--- src/rtl/reg_dump_controller.sv ---
// reg_dump_controller: streams the architectural register file out as bytes
// after program finish. Sends HEADER_BYTE, then x0..x(NUM_REGS-1), LSB first.
// It stalls the pipeline and owns the regfile read1 port while a dump runs.
module reg_dump_controller #(
   parameter int unsigned NUM_REGS    = 32,
   parameter logic [7:0]  HEADER_BYTE = 8'hA5
) (
   input  logic        clk,
   input  logic        rst,
   input  logic        start,
   output logic        dump_sel,
   output logic [4:0]  dump_read_id,
   input  logic [31:0] dump_read_data,
   output logic        stall,
   output logic        tx_valid,
   output logic [7:0]  tx_data,
   input  logic        tx_ready,
   output logic        busy,
   output logic        done
);

   localparam int unsigned IDX_W  = 5;
   localparam int unsigned BYTE_W = 2;
   localparam int unsigned WORD_W = 32;
   localparam logic [IDX_W-1:0]  LAST_IDX  = IDX_W'(NUM_REGS - 1);
   localparam logic [BYTE_W-1:0] LAST_BYTE = BYTE_W'(3);

   typedef enum logic [2:0] {
      S_IDLE,
      S_HEADER,
      S_READ,
      S_SEND,
      S_DONE
   } state_e;

   state_e              state_q, state_d;
   logic [IDX_W-1:0]    reg_idx_q, reg_idx_d;
   logic [BYTE_W-1:0]   byte_idx_q, byte_idx_d;
   logic [WORD_W-1:0]   word_q, word_d;

   // State and datapath registers; reset aborts any dump in progress.
   always_ff @(posedge clk) begin
      if (rst) begin
         state_q    <= S_IDLE;
         reg_idx_q  <= '0;
         byte_idx_q <= '0;
         word_q     <= '0;
      end else begin
         state_q    <= state_d;
         reg_idx_q  <= reg_idx_d;
         byte_idx_q <= byte_idx_d;
         word_q     <= word_d;
      end
   end

   // Next-state logic; outputs are decoded from state and registers only,
   // so tx_ready never reaches tx_valid/tx_data combinationally.
   always_comb begin
      state_d      = state_q;
      reg_idx_d    = reg_idx_q;
      byte_idx_d   = byte_idx_q;
      word_d       = word_q;
      dump_sel     = 1'b0;
      dump_read_id = '0;
      stall        = 1'b0;
      tx_valid     = 1'b0;
      tx_data      = '0;
      busy         = 1'b0;
      done         = 1'b0;

      unique case (state_q)
         S_IDLE: begin
            if (start) begin
               state_d   = S_HEADER;
               reg_idx_d = '0;
            end
         end
         S_HEADER: begin
            busy         = 1'b1;
            stall        = 1'b1;
            dump_sel     = 1'b1;
            dump_read_id = reg_idx_q;
            tx_valid     = 1'b1;
            tx_data      = HEADER_BYTE;
            if (tx_ready) begin
               state_d   = S_READ;
               reg_idx_d = '0;
            end
         end
         S_READ: begin
            busy         = 1'b1;
            stall        = 1'b1;
            dump_sel     = 1'b1;
            dump_read_id = reg_idx_q;
            word_d       = dump_read_data;
            byte_idx_d   = '0;
            state_d      = S_SEND;
         end
         S_SEND: begin
            busy         = 1'b1;
            stall        = 1'b1;
            dump_sel     = 1'b1;
            dump_read_id = reg_idx_q;
            tx_valid     = 1'b1;
            tx_data      = 8'(word_q >> {byte_idx_q, 3'b000});
            if (tx_ready) begin
               if (byte_idx_q != LAST_BYTE) begin
                  byte_idx_d = byte_idx_q + BYTE_W'(1);
               end else if (reg_idx_q == LAST_IDX) begin
                  // Checked before the increment, so reg_idx never wraps.
                  state_d = S_DONE;
               end else begin
                  reg_idx_d = reg_idx_q + IDX_W'(1);
                  state_d   = S_READ;
               end
            end
         end
         S_DONE: begin
            busy    = 1'b1;
            stall   = 1'b1;
            done    = 1'b1;
            state_d = S_IDLE;
         end
         default: begin
            state_d = S_IDLE;
         end
      endcase
   end

endmodule

--- config.mk ---
export PLATFORM = sky130hd
export DESIGN_NAME = reg_dump_controller
export DESIGN_NICKNAME = d
export VERILOG_FILES = /design/src/rtl/reg_dump_controller.sv
export SDC_FILE = /design/constraint.sdc
export NUM_CORES = 1
export LEC_CHECK = 0
export ABC_AREA = 1
export BUFFER_PORTS_ARGS = -buffer_cell sky130_fd_sc_hd__buf_2
export CORE_AREA = 2 2 92 50
export CTS_CLUSTER_DIAMETER = 50
export DETAILED_ROUTE_END_ITERATION = 10
export DIE_AREA = 0 0 94 52
export PLACE_DENSITY = 0.88
export SETUP_SLACK_MARGIN = 0.15
export SYNTH_ARGS = -nofsm -noshare
export SYNTH_HDL_FRONTEND = slang
export SYNTH_SLANG_ARGS = --single-unit
--- constraint.sdc ---
create_clock -name clk -period 1.7 [get_ports clk]
set_input_delay 0.085 -clock clk [delete_from_list [all_inputs] [get_ports clk]]
set_output_delay 0.085 -clock clk [all_outputs]
set_load 0.05 [all_outputs]
Word level (Yosys, flattened, before mapping). Cells that the tools add are included.

Input bits: 36. Flip-flop bits (word level): 42.

Reduce and logical (&&, ||, !) cells: 9. Add/subtract/negate cells: 2. Shift-type cells: 1. Eq/ne operators: 12. Muxes and demuxes: 21.

Operator list (number): right shift 32 x 5 -> 8 bit (1); two-way mux 5 bit (6); case mux 8 bit (2 select lines) (1); two-way mux 3 bit (5); case mux 5 bit (3 select lines) (1); inequality test 2 bit, second input constant (7); case mux 3 bit (4 select lines) (1); == test 3 x 2 -> 1 bit, second input constant (2); AND reduction 6 bit (1); adder 5 x 1 -> 5 bit, second input constant (1); == test 5 bit, second input constant (1); two-way mux 1 bit (4); two-way mux 2 bit (2); case mux 2 bit (2 select lines) (1); AND reduction 4 bit (1); OR reduction 4 bit (1); == test 3 x 1 -> 1 bit, second input constant (1); == test 3 bit, second input constant (1); logical NOT 3 bit (1); AND reduction 3 bit (1); nonzero test 3 bit (1); OR reduction 3 bit (1); adder 2 x 1 -> 2 bit, second input constant (1); nonzero test 2 bit (1); OR reduction 2 bit (1).

Logic depth before layout (Yosys ltp).
Depth in word-level cells: 5. Mapped depth: 12.

Worst setup path after synthesis. OpenSTA, ideal clock, no wires.

Path type: register -> output. Start point: register state_q[1]. End point: output port stall. Arrival: 2050 ps. Required time: 1615 ps. Path slack: -435 ps. Stages on the path, launching flop included: 7. Path through: dfxtp_1 -> buf_4 -> inv_2 -> nand2_1 -> nor2_1 -> or2_1 -> buf_4.

Longest elaborated chain between the ends: 3. Elaborated cells on any way between the ends: 6. Classes of those cells: eq/ne: 4; mux: 1; reduce/logical: 1.

RTL lines: start: declaration (RTL line 36) `state_e state_q, state_d;`; start signal: assignment (RTL line 49) `state_q <= state_d;`; == test 3 x 2 -> 1 bit, or another cell as far along; OR reduction 4 bit (no line) *; two-way mux 1 bit *; end: declaration (RTL line 14) `output logic stall,`.

Every way passes the cells marked *; elsewhere a longest branch is shown, timed or not.

Worst setup path after layout.
Start point: register reg_idx_q[0]. End point: register reg_idx_q[1].

Longest elaborated chain between the ends: 5. Elaborated cells on any way between the ends: 8. Classes of those cells: add/sub: 1; eq/ne: 2; mux: 4; reduce/logical: 1.

RTL lines: start: declaration (RTL line 37) `logic [IDX_W-1:0] reg_idx_q, reg_idx_d;`; start signal: assignment (RTL line 50) `reg_idx_q <= reg_idx_d;`; adder 5 x 1 -> 5 bit (RTL line 113) `reg_idx_d = reg_idx_q + IDX_W'(1);`; two-way mux 5 bit (RTL line 109) `end else if (reg_idx_q == LAST_IDX) begin`; two-way mux 5 bit (RTL line 107) `if (byte_idx_q != LAST_BYTE) begin`; two-way mux 5 bit (RTL line 106) `if (tx_ready) begin`; case mux 5 bit (3 select lines) (RTL line 71) `unique case (state_q)`.

Several ways; a longest one is shown, not always the timed one. The select of a mux whose other input is x is not followed. A chain may end at the register's enable or synchronous reset.

==> flow_metrics.py <==
metrics = {
    "global_route": {
        "antenna_found_initial": 0,
        "grt_pass1_vias": 2004,
        "grt_usage_pct": 24.83,
        "grt_pass1_wl_mm": 9.356,
        "grt_max_degree": 38,
        "grt_overflow_total": 0,
    },
    "worst_setup_path": {
        "start_kind": "flop",
        "worst-r2r-setup-slack_ns": 0.07,
        "critPathCaptureType": "flop",
        "cp.required_ns": 1.88,
        "worstSetupEndpoint": "reg_idx_q[1]$_SDFFE_PP0P_",
        "path_max_fanout": 8,
        "worstReg2RegEnd": "reg_idx_q[1]$_SDFFE_PP0P_",
        "startpoint": "reg_idx_q[0]$_SDFFE_PP0P_",
        "rr_worst_depth": 12,
        "timing.rr.start": "reg_idx_q[0]$_SDFFE_PP0P_",
        "arrival_ns": 1.81,
        "worst-setup-path-type": "reg2reg",
    },
    "timing": {
        "min_period_over_period_pct": 96.01,
        "tightest_slew_ns": 0.3461,
        "setup_viol": 0,
        "hold_violations": 0,
        "skew_ns": 0.009755,
        "slew_violations": 0,
        "relSlewSlack_pct": 76.93,
        "final.min_clock_period_ns": 1.632,
        "fmax_ghz": 0.6127,
        "rsz0062_at_grt": "true",
        "setup_tns_ns": 0,
    },
    "detailed_routing": {
        "vias": 2219,
        "wl_per_cell_um": 13.77,
        "drc": 0,
        "ant_nets": 0,
        "drt_iter0_drc": 146,
        "dr.pass1.iters": 5,
        "wirelength_mm": 5.936,
        "via_per_inst": 5.148,
    },
    "synth": {
        "muxShareOfSynthArea_pct": 0,
        "synth-seq-cells": 42,
        "syn_nets": 344,
        "synthAdderAreaFrac_pct": 1.844,
        "synth.area.top_cells": "dfxtp_1 (41%), nor2_1 (21%), o21ai_1 (7.9%)",
        "synth_top_area_share_pct": 41.30,
        "synth_xor_area_share_pct": 0,
        "synth-compound-area-share_pct": 17.15,
        "yosys.area.top_type": "dfxtp_1",
        "synth_simple_gate_area_share_pct": 31.41,
        "synth_cells": 305,
        "synth_top_family_by_area": "simple AND/OR/NAND/NOR gates",
        "syn_area_um2": 2036,
        "synth_cell_types": 25,
        "yosysWarnings": 0,
        "synth_seq_area_share_pct": 41.30,
        "syn_area_per_cell_um2": 6.674,
    },
    "floorplanning": {
        "die_y_um": 52,
        "fp-row-count": 17,
        "die_area_um2": 4888,
        "core-area_um2": 4148,
        "dieWidth_um": 94,
        "ioPinCount": 54,
        "initial_core_util_pct": 49.08,
    },
    "clocking": {
        "cts_tree": "yes",
        "clk_pin_slew_worst_paths_ns": 0.08,
        "clockBufferDepth": 2,
        "numCtsBuffers": 5,
        "htreeDepth": 2,
        "cts_root_buf": "clkbuf_8",
        "clkSinkCount": 42,
        "clock_latency_ns": 0.30,
    },
    "worst_hold_path": {
        "holdCritPathClass": "in2reg",
        "hold_depth": 3,
    },
    "outcome": {
        "status": "finished clean",
    },
    "placement": {
        "gp_congestion": 0.8602,
        "portBuffers": 53,
        "dpl.hpwl_mm": 3.870,
    },
    "job": {
        "cap_violations": 0,
    },
    "power_and_ir_drop": {
        "leakage_nw": 1.211,
        "power_mw": 4.692,
        "ir_drop_uv": 668.6,
        "cellPowerDensity_nw_per_um2": 1641,
    },
    "cells_and_area": {
        "nets": 412,
        "final_cell_mix": "nor2_1 (107), o21ai_1 (42), buf_2 (42), dfxtp_1 (35), buf_4 (21)",
        "drive_gt1_share_pct": 36.36,
        "n_antenna_cell": 0,
        "n_fill_cell": 316,
        "final_common_cell": "nor2_1",
        "area_growth_pct": 40.50,
    },
}
[state kept, by name (all words and copies together) (netlist names)]
| name | cells |
|---|---|
| byte_idx_q | 2 |
| reg_idx_q | 5 |
| state_q | 3 |
| word_q | 32 |
[stage by stage]
stage | util, % | instances | instance area [µm²] | hold slack (ns) | setup slack [ns]
3_5_place_dp | 59.10 | 409 | 2451 | 0.3323 | -0.06852
5_1_grt | 68.96 | 431 | 2860 | 0.02647 | -0.01696
6_report | 68.96 | 431 | 2860 | 0.02565 | 0.06784
2_1_floorplan | - | 305 | 2121 | 0.1541 | -0.004896
4_1_cts | 65.76 | 425 | 2728 | 0.02213 | 0.1051
3_3_place_gp | 59.10 | 409 | 2451 | 0.3186 | 0.02697
[worst max-delay path, stage by stage (launching register included)]
cell     delay (ns)
dfxtp_2        0.34
ha_4           0.16
nand2_2        0.06
nor2_1         0.04
ha_2           0.17
inv_2          0.06
nand2_2        0.06
a21oi_4        0.13
inv_2          0.07
nor2_4         0.21
nand2_1        0.07
nand2_1        0.10
nor2_2         0.05
[layout make-up]
type,count,area [µm²],area share [%]
clock inverters,1,5.005,0.1750
repair inverters,1,6.256,0.2187
clock buffers,7,86.33,3.018
repair buffers,76,544.3,19.03
well taps,57,71.32,2.493
multi-input cells,227,1205,42.13
inverters,20,85.08,2.975
flip-flops and latches,42,857.1,29.97
[power by group]
part	internal, mW	leakage [nW]	switching, mW
Clock	0.328	0.0482	0.344
Sequential	1.30	0.348	0.239
Combinational	0.909	0.815	1.57
Total	2.53	1.21	2.16
[cells in the mapped netlist]
library cell,instances
o21ai_1,32
nand3_2,1
nand3_1,3
buf_6,1
dfxtp_1,42
inv_1,13
nand4_1,1
o21a_1,1
a31oi_1,5
nor2_1,116
nor2_2,3
a21oi_1,11
nor4_1,1
buf_2,6
or2_1,1
nand2_2,2
nor2_4,1
inv_2,7
nand2_1,24
o21ai_0,19
nor3_1,2
clkbuf_1,4
ha_1,3
buf_4,5
nand3_4,1
[kinds of logic after synthesis]
kind of cell / count (synthesis)
and+or+nand+nor: 156
AOI/OAI and AO/OA: 68
DFF: 42
buffers and inverters: 36
adders and majority gates: 3
[worst min-delay path by stage]
stage                            start                         end  slack, ns
floorplan                          rst  byte_idx_q[1]$_SDFFE_PP0P_       0.15
global placement    dump_read_data[18]     word_q[18]$_SDFFE_PP0P_       0.32
detailed placement  dump_read_data[21]     word_q[21]$_SDFFE_PP0P_       0.33
CTS                                rst     state_q[0]$_SDFFE_PP0P_       0.02
global route                       rst  byte_idx_q[1]$_SDFFE_PP0P_       0.03
finish               dump_read_data[4]      word_q[4]$_SDFFE_PP0P_       0.03
[layer usage]
| metal | up-vias | GRT usage [%] | wire [µm] |
|---|---|---|---|
| li1 | 1110 | - | - |
| met1 | 1002 | 34.54 | 2662 |
| met2 | 95 | 38.93 | 2669 |
| met3 | 12 | 5.942 | 524 |
| met4 | 0 | 6.280 | 80 |
| met5 | - | 0 | 0 |
[timing repair]
item,CTS,global route
cloned,2,0
hold buffers,0,0
buffers inserted,6,6
pin swaps,6,17
endpoints found under the setup margin,22,19
resized for setup,47,28
(Power assumes the default switching activity.)
